[config.mk]
export PLATFORM = sky130hd
export DESIGN_NAME = i8080_bus_unit
export DESIGN_NICKNAME = d
export VERILOG_FILES = /design/src/rtl/i8080_bus_unit_pkg.sv /design/src/rtl/i8080_bus_status.sv /design/src/rtl/i8080_bus_unit.sv
export SDC_FILE = /design/constraint.sdc
export NUM_CORES = 1
export LEC_CHECK = 0
export ABC_CLOCK_PERIOD_IN_PS = 3100
export CAP_MARGIN = 20
export CORE_MARGIN = 2
export CORE_UTILIZATION = 47
export CTS_CLUSTER_SIZE = 10
export DETAILED_ROUTE_END_ITERATION = 8
export HOLD_SLACK_MARGIN = 0.03
export PLACE_DENSITY = 0.85
export REMOVE_ABC_BUFFERS = 1
export SKIP_CTS_REPAIR_TIMING = 1
export SYNTH_ARGS = -nofsm -noshare
export SYNTH_HDL_FRONTEND = slang
export SYNTH_SLANG_ARGS = --single-unit
[constraint.sdc]
create_clock -name clk -period 3.1 [get_ports clk]
set_input_delay 0.31 -clock clk [delete_from_list [all_inputs] [get_ports clk]]
set_output_delay 0.31 -clock clk [all_outputs]
set_load 0.02 [all_outputs]
[src/rtl/i8080_bus_unit_pkg.sv]
// Shared definitions for the i8080 bus unit: request type codes, status bit
// positions, sequencer states and the read/write classification helper.
package i8080_bus_unit_pkg;

  typedef enum logic [2:0] {
    BUS_FETCH  = 3'd0,
    BUS_MREAD  = 3'd1,
    BUS_MWRITE = 3'd2,
    BUS_SREAD  = 3'd3,
    BUS_SWRITE = 3'd4,
    BUS_IN     = 3'd5,
    BUS_OUT    = 3'd6,
    BUS_INTA   = 3'd7
  } bus_type_e;

  localparam int unsigned ST_MEMR  = 7;
  localparam int unsigned ST_INP   = 6;
  localparam int unsigned ST_M1    = 5;
  localparam int unsigned ST_OUT   = 4;
  localparam int unsigned ST_HLTA  = 3;
  localparam int unsigned ST_STACK = 2;
  localparam int unsigned ST_WO_N  = 1;
  localparam int unsigned ST_INTA  = 0;

  typedef enum logic [2:0] {
    S_IDLE,
    S_T1,
    S_T2,
    S_TW,
    S_T3,
    S_HOLD
  } bus_state_e;

  function automatic logic is_read(input bus_type_e t);
    return t inside {BUS_FETCH, BUS_MREAD, BUS_SREAD, BUS_IN, BUS_INTA};
  endfunction

endpackage

[src/rtl/i8080_bus_status.sv]
// Combinational machine-cycle type to 8080 status byte encoder,
// zero-extended to XLEN.
module i8080_bus_status
  import i8080_bus_unit_pkg::*;
#(
  parameter int unsigned XLEN = 8
) (
  input  logic [2:0]      type_i,
  output logic [XLEN-1:0] status_o
);

  bus_type_e t;

  assign t = bus_type_e'(type_i);

  always_comb begin
    status_o           = '0;
    status_o[ST_MEMR]  = t inside {BUS_FETCH, BUS_MREAD, BUS_SREAD};
    status_o[ST_INP]   = (t == BUS_IN);
    status_o[ST_M1]    = t inside {BUS_FETCH, BUS_INTA};
    status_o[ST_OUT]   = (t == BUS_OUT);
    // No halt cycle is issued through this unit.
    status_o[ST_HLTA]  = 1'b0;
    status_o[ST_STACK] = t inside {BUS_SREAD, BUS_SWRITE};
    status_o[ST_WO_N]  = is_read(t);
    status_o[ST_INTA]  = (t == BUS_INTA);
  end

endmodule

[src/rtl/i8080_bus_unit.sv]
// i8080 machine-cycle sequencer (T1/T2/Tw/T3) between core and system bus.
// Define I8080_BUS_HOLD_EN to add the DMA hold input and HOLD state.
module i8080_bus_unit
  import i8080_bus_unit_pkg::*;
#(
  parameter int unsigned XLEN     = 8,
  parameter int unsigned AWIDTH   = 2*XLEN,
  parameter int unsigned MIN_WAIT = 0
) (
  input  logic              clk,
  input  logic              rst,
  input  logic              req_valid,
  output logic              req_ready,
  input  logic [2:0]        req_type,
  input  logic [AWIDTH-1:0] req_addr,
  input  logic [XLEN-1:0]   req_wdata,
  output logic              rsp_valid,
  output logic [XLEN-1:0]   rsp_rdata,
  output logic [AWIDTH-1:0] addr,
  output logic              addr_oe,
  output logic [XLEN-1:0]   data_out,
  output logic              data_oe,
  input  logic [XLEN-1:0]   data_in,
  output logic              sync,
  output logic              dbin,
  output logic              write_n,
  input  logic              ready,
  output logic              wwait,
`ifdef I8080_BUS_HOLD_EN
  input  logic              hold,
`endif
  output logic              hlda
);

  localparam logic [3:0] MIN_WAIT_C = 4'(MIN_WAIT);

  bus_state_e        state_q, state_d;
  bus_type_e         type_q,  type_d;
  logic [AWIDTH-1:0] addr_q,  addr_d;
  logic [XLEN-1:0]   wdata_q, wdata_d;
  logic [XLEN-1:0]   rdata_q, rdata_d;
  logic [3:0]        wcnt_q,  wcnt_d;
  logic              live_q;
  logic              hold_pend;
  logic              accept;
  logic              rd;
  logic [XLEN-1:0]   status;

`ifdef I8080_BUS_HOLD_EN
  assign hold_pend = hold;
`else
  assign hold_pend = 1'b0;
`endif

  assign rd        = is_read(type_q);
  assign addr      = addr_q;
  assign rsp_rdata = rdata_q;

  i8080_bus_status #(.XLEN(XLEN)) u_status (
    .type_i   (type_q),
    .status_o (status)
  );

  always_ff @(posedge clk or posedge rst) begin
    if (rst) begin
      state_q <= S_IDLE;
      type_q  <= BUS_FETCH;
      addr_q  <= '0;
      wdata_q <= '0;
      rdata_q <= '0;
      wcnt_q  <= '0;
      live_q  <= 1'b0;
    end else begin
      state_q <= state_d;
      type_q  <= type_d;
      addr_q  <= addr_d;
      wdata_q <= wdata_d;
      rdata_q <= rdata_d;
      wcnt_q  <= wcnt_d;
      live_q  <= 1'b1;
    end
  end

  always_comb begin
    state_d   = state_q;
    type_d    = type_q;
    addr_d    = addr_q;
    wdata_d   = wdata_q;
    rdata_d   = rdata_q;
    wcnt_d    = wcnt_q;
    accept    = 1'b0;
    req_ready = 1'b0;
    rsp_valid = 1'b0;
    addr_oe   = 1'b0;
    data_oe   = 1'b0;
    data_out  = '0;
    sync      = 1'b0;
    dbin      = 1'b0;
    write_n   = 1'b1;
    wwait     = 1'b0;
    hlda      = 1'b0;

    case (state_q)
      S_IDLE: begin
        req_ready = live_q && !hold_pend;
        if (req_valid && req_ready) begin
          accept = 1'b1;
        end else if (hold_pend) begin
          state_d = S_HOLD;
        end
      end

      S_T1: begin
        addr_oe  = 1'b1;
        data_oe  = 1'b1;
        data_out = status;
        sync     = 1'b1;
        wcnt_d   = MIN_WAIT_C;
        state_d  = S_T2;
      end

      S_T2, S_TW: begin
        addr_oe = 1'b1;
        wwait   = (state_q == S_TW);
        if (rd) begin
          dbin = 1'b1;
        end else begin
          data_oe  = 1'b1;
          data_out = wdata_q;
        end
        // Counter is decremented on entry to each Tw, so a zero count here
        // means MIN_WAIT wait states have already been inserted.
        if (ready && (wcnt_q == '0)) begin
          state_d = S_T3;
          if (rd) begin
            rdata_d = data_in;
          end
        end else begin
          state_d = S_TW;
          if (wcnt_q != '0) begin
            wcnt_d = wcnt_q - 4'd1;
          end
        end
      end

      S_T3: begin
        addr_oe   = 1'b1;
        rsp_valid = 1'b1;
        if (!rd) begin
          data_oe  = 1'b1;
          data_out = wdata_q;
          write_n  = 1'b0;
        end
        req_ready = !hold_pend;
        if (req_valid && req_ready) begin
          accept = 1'b1;
        end else if (hold_pend) begin
          state_d = S_HOLD;
        end else begin
          state_d = S_IDLE;
        end
      end

`ifdef I8080_BUS_HOLD_EN
      S_HOLD: begin
        hlda = 1'b1;
        if (!hold_pend) begin
          state_d = S_IDLE;
        end
      end
`endif

      default: state_d = S_IDLE;
    endcase

    if (accept) begin
      state_d = S_T1;
      type_d  = bus_type_e'(req_type);
      addr_d  = req_addr;
      wdata_d = req_wdata;
    end
  end

endmodule

### Word level (Yosys, flattened, before mapping)

Cells that the tools add are included.

| storage, ports and cells | value |
|---|---|
| logic and storage cells | 61 |
| bits of input ports | 39 |
| flip-flop bits (word level) | 43 |

| operators by class | value |
|---|---|
| $add $sub $neg | 1 |
| equal/unequal tests | 14 |
| multiplexer cells | 22 |
| reductions and logical operators | 17 |

Operators with widths:

| operator | count |
|---|---|
| 8-bit one-hot mux with 2 select lines | 1 |
| 3-bit equality test, second input constant | 5 |
| 3-bit one-hot mux with 4 select lines | 1 |
| 1-bit two-way mux | 10 |
| 3-bit by 2-bit equality test with 1-bit output, second input constant | 3 |
| 3-bit two-way mux | 3 |
| 4-bit two-way mux | 2 |
| 8-bit two-way mux | 1 |
| 4-bit one-hot mux with 2 select lines | 1 |
| 3-bit by 1-bit equality test with 1-bit output, second input constant | 2 |
| 3-bit zero test | 2 |
| 2-bit inequality test, second input constant | 3 |
| 1-bit one-hot mux with 2 select lines | 3 |
| 3-bit AND reduction | 2 |
| 2-bit nonzero test | 3 |
| 5-bit nonzero test | 1 |
| 4-bit zero test | 1 |
| 4-bit nonzero test | 1 |
| 4-bit OR reduction | 1 |
| 4-bit by 1-bit subtractor with 4-bit output, second input constant | 1 |
| 3-bit inequality test, second input constant | 1 |
| 3-bit nonzero test | 1 |
| 3-bit OR reduction | 1 |
| 1-bit logical AND | 2 |
| other kinds (2) | 2 |

### Longest topological paths before layout

Gate-level depths: netlist (run 1).

| logic depth | value |
|---|---|
| depth in word-level cells | 5 |
| depth in mapped cells | 5 |
| gate-level depth less buffers | 5 |

### Hierarchy

Synthesis (run 1) repeated with hierarchy kept, for this count alone.

| second synthesis, totals | value |
|---|---|
| cells, all modules | 149 |
| area, all modules | 2014.4 um^2 |

By module, submodules not included:

| module | times used | cells an instance | sequential area each (um^2) | area an instance (um^2) |
|---|---|---|---|---|
| i8080_bus_unit | 1 | 135 | 1076.0 | 1935.6 |
| i8080_bus_status | 1 | 14 | 0.0 | 78.8 |

### Worst setup path after synthesis (run 1)

No wires, ideal clock.

| timing path | value |
|---|---|
| path type | register to output |
| from | register state_q[2] |
| to | output port data_out[0] |
| setup slack | 1.347 ns |
| required time | 2.790 ns |
| arrival | 1.443 ns |
| cell stages (with the launch flop) | 6 |
| path through | dfrtp_1 buf_6 nor3b_2 buf_2 and3_1 a22o_1 |

| on the way | value |
|---|---|
| cells in the longest elaborated chain, start to end | 3 |

RTL lines:

| element | RTL line | RTL |
|---|---|---|
| from (decl) | i8080_bus_unit.sv:37 | `bus_state_e state_q, state_d;` |
| from (signal assigned) | i8080_bus_unit.sv:74 | `state_q <= state_d;` |
| 3-bit by 2-bit equality test with 1-bit output or 3-bit equality test (tied branches) | i8080_bus_unit.sv:103 | `case (state_q)` |
| 3-bit OR reduction (no line) | - |  |
| 8-bit one-hot mux with 2 select lines * | i8080_bus_unit.sv:103 |  |
| to (decl) | i8080_bus_unit.sv:21 | `output logic [XLEN-1:0] data_out,` |

Mark *: on every way between the ends. The rest lies on a longest branch, timed or not.

### Worst setup path after layout (run 1)

| timing path | value |
|---|---|
| from | register state_q[2] |
| to | output port data_out[7] |

The elaborated chain is that of the path after synthesis.

==> results of run 1 <==
## cell usage in the layout (no fill, tap or decap), drive strengths merged, types with 2 or more instances in the layout
master / Yosys / layout
a32o: 2 / 2
nand2b: 2 / 2
clkdlybuf4s50: 0 / 78
mux2: 38 / 38
clkinv: 0 / 2
clkbuf: 1 / 6
nand3: 2 / 2
nor2b: 3 / 3
buf: 6 / 4
ha: 2 / 2
conb: 2 / 2
and2: 3 / 3
nor2: 8 / 8
nand2: 3 / 3
inv: 5 / 4
or3: 2 / 2
dfrtp: 43 / 43
and4bb: 2 / 2
a22o: 5 / 5
## power breakdown
group	switching, W	internal [W]
Sequential	0.000210	0.000828
Clock	0.000179	0.000261
Combinational	0.000743	0.000950
## worst max-delay path: cells and delay by family (launching register included)
| family | cells | cell delay, ps |
|---|---|---|
| simple gates | 1 | 450 |
| compound gates | 2 | 480 |
| flops | 1 | 600 |
| buf+inv | 1 | 590 |
## layout make-up
cell class | instances | area (um2)
well taps | 52 | 65.06
flip-flops and latches | 43 | 1076
clock buffers | 6 | 82.58
repair buffers | 82 | 830.8
multi-input cells | 92 | 922.1
inverters | 5 | 18.77
fillers | 314 | 1264
clock inverters | 2 | 35.03
## how the worst max path moves through the flow
stage,startpoint,end
CTS,state_q[2],data_out[7]
global route,state_q[2],data_out[7]
floorplan,state_q[2],data_out[0]
global placement,state_q[2],data_out[7]
detailed placement,state_q[2],data_out[7]
finish,state_q[2],data_out[7]
## cell families (layout without fill, tap and decap cells)
kind of cell             count (synthesis)  after routing  share of synthesized area (%)
AO/OA/AOI/OAI                           14             14                          6.703
XOR/XNOR                                 1              1                         0.4228
adder cells (fa/ha/maj)                  2              2                          1.208
buffers and inverters                   12             95                          3.563
flip-flops                              43             43                          51.93
multiplexers                            39             39                          24.58
other                                    2              2                         0.3625
AND/OR/NAND/NOR                         34             34                          11.23
## per-layer routing
layer  routed length [um]  vias up  GRT usage [%]
met1                 1793      691          24.29
met2                 2304       51          33.12
met3                  228        8          4.185
met5                    0        -              0
met4                  104        0          7.051
li1                     -      676              -
## state kept, by name, summed over array words and instances, names as in the netlist
name       flops
state_q        3
wdata_q        8
wcnt_q         4
type_q         3
addr          16
live_q         1
rsp_rdata      8
## metrics by stage
step	std cells	utilization [%]	area, um2	power [W]	setup slack, ps
2_1_floorplan	140	-	2017	0.002019	1137
3_3_place_gp	273	67.19	2885	0.002700	736.4
3_5_place_dp	273	67.19	2885	0.002730	701.5
4_1_cts	281	69.93	3003	0.003195	365.6
5_1_grt	282	70.57	3030	0.003366	260.4
6_report	282	70.57	3030	0.003171	379.6
==> tab_implementation.tex, run 1 <==
\begin{tabular}{lr}
\hline
Metric & Value \\
\hline
\multicolumn{2}{l}{\textbf{Timing}} \\
Actual transition at the worst max-transition pin & 548.0 ps \\
Relative slew margins & 63.29\% \\
Count of final setup violators & 0 \\
Unrepaired setup endpoints after global routing & false \\
Clock skew & 8.947 ps \\
Setup TNS after final layout & 0 ps \\
Number of max-slew violations in the final report & 0 \\
Final hold slack & 280.8 ps \\
Maximum achievable frequency & 0.3676 GHz \\
Final cycle utilization of the critical path & 87.75\% \\
Final hold violation count & 0 \\
Final critical path time including I/O delays and setup & 2720 ps \\
\multicolumn{2}{l}{\textbf{Drt}} \\
DR vias/cell & 5.057 \\
Average wire per standard cell & 15.71 um \\
Post-detailed-route DRC marker count & 0 \\
Sum of routed wire length over all layers & 4431 um \\
Remaining number of nets flagged by the antenna check after routing & 0 \\
Number of vias after detailed routing & 1426 \\
DRT Pass-1 Iters & 4 \\
Iteration-0 DRC Markers & 96 \\
\multicolumn{2}{l}{\textbf{Worst setup path}} \\
Slowest cell on the critical path & sky130\_fd\_sc\_hd\_\_dfrtp\_1 \\
Kind of capture point of the worst setup path & primary output \\
Crit path cell chain & or3b\_4, a21oi\_4, a32o\_1, clkdlybuf4s50\_1 \\
Worst R2R Setup Slack & 1140 ps \\
Startpoint of the most critical register-to-register path & state\_q[2] \\
Delay of the slowest cell on the worst path & 600 ps \\
Data arrival at the endpoint of the critical path & 2410 ps \\
Worst Path Max Fanout & 12 \\
Startpoint type of the worst setup path & register \\
Cell count of the worst reg-to-reg path & 3 \\
FF-to-FF End & addr[10] \\
Worst EP required & 2790 ps \\
Category of the most critical setup path & register to primary output \\
\multicolumn{2}{l}{\textbf{Placed design}} \\
IO buf count & 78 \\
HPWL after detailed placement & 3226 um \\
GPL Wtd Cong & 0.8657 \\
\multicolumn{2}{l}{\textbf{Worst hold path}} \\
Path type of the worst min-delay path & input pin to asynchronous set/reset pin \\
\multicolumn{2}{l}{\textbf{Floorplanning}} \\
Cell row count & 24 \\
Total I/O pin count & 80 \\
Width of the die & 70.40 um \\
Std-Cell Core Area & 0.004294 mm2 \\
Die footprint & 0.004955 mm2 \\
Die height & 70.40 um \\
Initial Utilization & 48.25\% \\
\multicolumn{2}{l}{\textbf{Cells and area}} \\
Layout cells sized above 1 & 26.09\% \\
Layout Area Growth over Synthesis & 46.26\% \\
Number of nets in the finished design & 270 \\
Number of antenna cells inserted & 0 \\
\multicolumn{2}{l}{\textbf{GRT}} \\
Remaining global-route overflow & 0 \\
Number of global-route vias before repair & 1467 \\
Wire length of the first global-routing pass & 7472 um \\
Largest net degree at the start of global routing & 28 \\
Antenna violations before repair & 0 \\
Total global-route track usage & 19.47\% \\
\multicolumn{2}{l}{\textbf{Power}} \\
Power density of the placed cells & 1046 mW/mm2 \\
Total leakage power & 1.368 nW \\
Worst vdd rail ir drop & 0.0005235 V \\
\multicolumn{2}{l}{\textbf{Yosys}} \\
Synth cell count leaders & sky130\_fd\_sc\_hd\_\_dfrtp\_1 (43), sky130\_fd\_sc\_hd\_\_mux2\_2 (19), sky130\_fd\_sc\_hd\_\_mux2\_4 (19), sky130\_fd\_sc\_hd\_\_nor2\_1 (7) \\
Total standard cell area after synthesis & 0.002072 mm2 \\
Number of flip-flops and latches in the synthesized netlist & 43 \\
Leading register cell type out of synthesis & sky130\_fd\_sc\_hd\_\_dfrtp\_1 \\
Fraction of synthesized cell area taken by the top area cell type & 51.93\% \\
Number of enable-type register cells in the synthesized netlist & 0 \\
Synth cell types & 40 \\
Proportion of register bits with asynchronous set or reset after synthesis & 100.0\% \\
Post-synthesis cell count & 147 \\
Number of warnings printed during yosys synthesis & 0 \\
Per-instance average area after synthesis & 14.10 um2 \\
Leading cell type by number of instances after synthesis & sky130\_fd\_sc\_hd\_\_dfrtp\_1 \\
Yosys top cell by area & sky130\_fd\_sc\_hd\_\_dfrtp\_1 \\
Top post-synthesis cells by area & sky130\_fd\_sc\_hd\_\_dfrtp\_1 (52\%), sky130\_fd\_sc\_hd\_\_mux2\_4 (14\%), sky130\_fd\_sc\_hd\_\_mux2\_2 (10\%) \\
Sequential-to-total area share from yosys stat & 51.93\% \\
\multicolumn{2}{l}{\textbf{CTS}} \\
Deepest clock path buffer count & 2 \\
Worst-skew pair later-pin latency & 290 ps \\
Clock buffer count from CTS & 5 \\
Cell chosen for the clock root & sky130\_fd\_sc\_hd\_\_clkbuf\_8 \\
Clock-pin slew on the worst setup and hold paths & 80 ps \\
Number of sinks driven by the clock tree & 43 \\
TritonCTS clock tree & yes \\
CTS H-tree lvls & 2 \\
\multicolumn{2}{l}{\textbf{Outcome}} \\
Outcome & completed \\
\multicolumn{2}{l}{\textbf{Flow run}} \\
Max-Cap Viols & 0 \\
\hline
\end{tabular}
No activity file was read; power rests on OpenSTA's default activity.
==> inputs of run 2 (changes only) <==
CTS_CLUSTER_SIZE = 30   (was 10)
==> results of run 2 <==
Final layout, timing and power as in run 1 (identical DEF).
==> inputs of run 3 (changes only) <==
CORE_ASPECT_RATIO = 1.5   (was unset)
HOLD_SLACK_MARGIN = 0.15   (was 0.03)
==> tab_implementation.tex, run 3 (same netlist as run 1, synthesis figures left out) <==
\begin{tabular}{lr}
\hline
Metric & Value \\
\hline
\multicolumn{2}{l}{\textbf{Timing}} \\
Number of max-slew violations in the final report & 0 (unchanged) \\
Count of final setup violators & 0 (unchanged) \\
Relative slew margins & 61.67\% (was 63.29\%) \\
Final critical path time including I/O delays and setup & 2773 ps (was 2720 ps) \\
Final cycle utilization of the critical path & 89.45\% (was 87.75\%) \\
Setup TNS after final layout & 0 ps (unchanged) \\
Maximum achievable frequency & 0.3606 GHz (was 0.3676 GHz) \\
Final hold violation count & 0 (unchanged) \\
Final hold slack & 305.0 ps (was 280.8 ps) \\
Clock skew & 4.799 ps (was 8.947 ps) \\
Unrepaired setup endpoints after global routing & false (unchanged) \\
Actual transition at the worst max-transition pin & 571.5 ps (was 548.0 ps) \\
\multicolumn{2}{l}{\textbf{Floorplanning}} \\
Cell row count & 29 (was 24) \\
Std-Cell Core Area & 0.004245 mm2 (was 0.004294 mm2) \\
Initial Utilization & 48.81\% (was 48.25\%) \\
Total I/O pin count & 80 (unchanged) \\
Die footprint & 0.004966 mm2 (was 0.004955 mm2) \\
Die height & 85.32 um (was 70.40 um) \\
Width of the die & 58.21 um (was 70.40 um) \\
\multicolumn{2}{l}{\textbf{GRT}} \\
Remaining global-route overflow & 0 (unchanged) \\
Largest net degree at the start of global routing & 29 (was 28) \\
Total global-route track usage & 19.84\% (was 19.47\%) \\
Number of global-route vias before repair & 1559 (was 1467) \\
Antenna violations before repair & 0 (unchanged) \\
Wire length of the first global-routing pass & 7376 um (was 7472 um) \\
\multicolumn{2}{l}{\textbf{Worst setup path}} \\
Kind of capture point of the worst setup path & primary output (unchanged) \\
Data arrival at the endpoint of the critical path & 2460 ps (was 2410 ps) \\
Category of the most critical setup path & register to primary output (unchanged) \\
Worst EP required & 2790 ps (about the same) \\
Cell count of the worst reg-to-reg path & 3 (unchanged) \\
Worst Path Max Fanout & 12 (unchanged) \\
Startpoint type of the worst setup path & register (unchanged) \\
\multicolumn{2}{l}{\textbf{CTS}} \\
TritonCTS clock tree & yes (unchanged) \\
Clock buffer count from CTS & 5 (unchanged) \\
CTS H-tree lvls & 2 (unchanged) \\
Cell chosen for the clock root & sky130\_fd\_sc\_hd\_\_clkbuf\_8 (unchanged) \\
Deepest clock path buffer count & 2 (unchanged) \\
Number of sinks driven by the clock tree & 43 (unchanged) \\
Worst-skew pair later-pin latency & 300 ps (was 290 ps) \\
Clock-pin slew on the worst setup and hold paths & 80 ps (about the same) \\
\multicolumn{2}{l}{\textbf{Cells and area}} \\
Register area & 0.001076 mm2 (unchanged) \\
Most frequent cells in the layout & sky130\_fd\_sc\_hd\_\_clkdlybuf4s50\_1 (78), sky130\_fd\_sc\_hd\_\_dfrtp\_1 (43), sky130\_fd\_sc\_hd\_\_mux2\_4 (19), sky130\_fd\_sc\_hd\_\_mux2\_2 (19), sky130\_fd\_sc\_hd\_\_nor2\_1 (7) (unchanged) \\
Number of nets in the finished design & 269 (was 270) \\
Number of antenna cells inserted & 0 (unchanged) \\
Multi-input logic area & 922.1 um2 (unchanged) \\
Max FFs per register & 16 (unchanged) \\
Final core utilization & 71.29\% (was 70.57\%) \\
Layout cells sized above 1 & 25.76\% (was 26.09\%) \\
Cell area after layout & 0.003027 mm2 (was 0.003030 mm2) \\
Number of filler cells placed in the layout & 290 (was 314) \\
Most frequent standard cell in the layout excluding fill and tap cells & sky130\_fd\_sc\_hd\_\_clkdlybuf4s50\_1 (unchanged) \\
Layout Area Growth over Synthesis & 46.07\% (was 46.26\%) \\
\multicolumn{2}{l}{\textbf{Drt}} \\
Top Layer Used & met4 (unchanged) \\
Sum of routed wire length over all layers & 4683 um (was 4431 um) \\
Post-detailed-route DRC marker count & 0 (unchanged) \\
Average wire per standard cell & 17.03 um (was 15.71 um) \\
Number of vias after detailed routing & 1469 (was 1426) \\
DRT met1 WL & 1832 um (was 1793 um) \\
Routed met2 length & 2406 um (was 2304 um) \\
DR vias/cell & 5.342 (was 5.057) \\
Met3 wirelength from detailed routing & 287 um (was 228 um) \\
DRT Pass-1 Iters & 4 (unchanged) \\
Remaining number of nets flagged by the antenna check after routing & 0 (unchanged) \\
Iteration-0 DRC Markers & 32 (was 96) \\
\multicolumn{2}{l}{\textbf{Power}} \\
Total leakage power & 1.365 nW (was 1.368 nW) \\
Power density of the placed cells & 1081 mW/mm2 (was 1046 mW/mm2) \\
Worst vdd rail ir drop & 0.0007397 V (was 0.0005235 V) \\
\multicolumn{2}{l}{\textbf{Placed design}} \\
GPL Wtd Cong & 0.7922 (was 0.8657) \\
Placement-stage cell area & 0.002890 mm2 (was 0.002885 mm2) \\
IO buf count & 78 (unchanged) \\
HPWL after detailed placement & 3527 um (was 3226 um) \\
\multicolumn{2}{l}{\textbf{Worst hold path}} \\
Path type of the worst min-delay path & input pin to asynchronous set/reset pin (unchanged) \\
\multicolumn{2}{l}{\textbf{Flow run}} \\
Max-Cap Viols & 0 (unchanged) \\
\multicolumn{2}{l}{\textbf{Outcome}} \\
Outcome & completed (unchanged) \\
\hline
\end{tabular}
## run 3: cell count changes in the layout (fill, tap and decap cells not counted)
cell and change:
sky130_fd_sc_hd__buf_12 +1, sky130_fd_sc_hd__buf_16 -1, sky130_fd_sc_hd__buf_4 -1, sky130_fd_sc_hd__bufinv_16 +1
sky130_fd_sc_hd__clkbuf_8 -1, sky130_fd_sc_hd__clkinv_2 -1, sky130_fd_sc_hd__clkinvlp_4 +1
## run 3: critical path, cell delays in order (launching register included)
cell	delay [ps]
sky130_fd_sc_hd__dfrtp_1	600
sky130_fd_sc_hd__or3b_4	460
sky130_fd_sc_hd__a21oi_4	280
sky130_fd_sc_hd__a32o_1	210
sky130_fd_sc_hd__clkdlybuf4s50_1	610
## run 3: worst paths after layout
check                        startpoint            to  slack [ps]
max                          state_q[2]   data_out[7]         330
min                                 rst      addr[14]         310
max reg2reg                  state_q[2]      addr[11]        1380
min reg2reg                rsp_rdata[7]  rsp_rdata[7]         510
max in group asynchronous           rst    wdata_q[1]        2090
min in group clk           rsp_rdata[7]  rsp_rdata[7]         510
## run 3: metrics by stage
stage	cells	power (W)	setup WS [ps]
global placement	266	0.002707	724.4
floorplan	140	0.002019	1137
CTS	275	0.003294	342.0
finish	275	0.003271	327.1
global route	275	0.003430	243.4
detailed placement	267	0.002754	693.7
## run 3: per-layer routing
metal	vias up	global-route usage [%]
li1	676	-
met2	56	33.88
met1	726	22.18
met5	-	0
met3	11	6.250
met4	0	8.879
## run 3: area by class of cell
type                    instances  area share, %
well taps                      46          1.902
flip-flops and latches         43          35.55
clock buffers                   5          2.274
multi-input cells              92          30.47
repair buffers                 81          26.95
clock inverters                 3          2.232
inverters                       5         0.6201
## run 3: power by group
group	switching (W)	internal (W)	total, W
registers	0.000225	0.000829	0.00105
logic	0.000749	0.000947	0.00170
clock network	0.000200	0.000321	0.000521
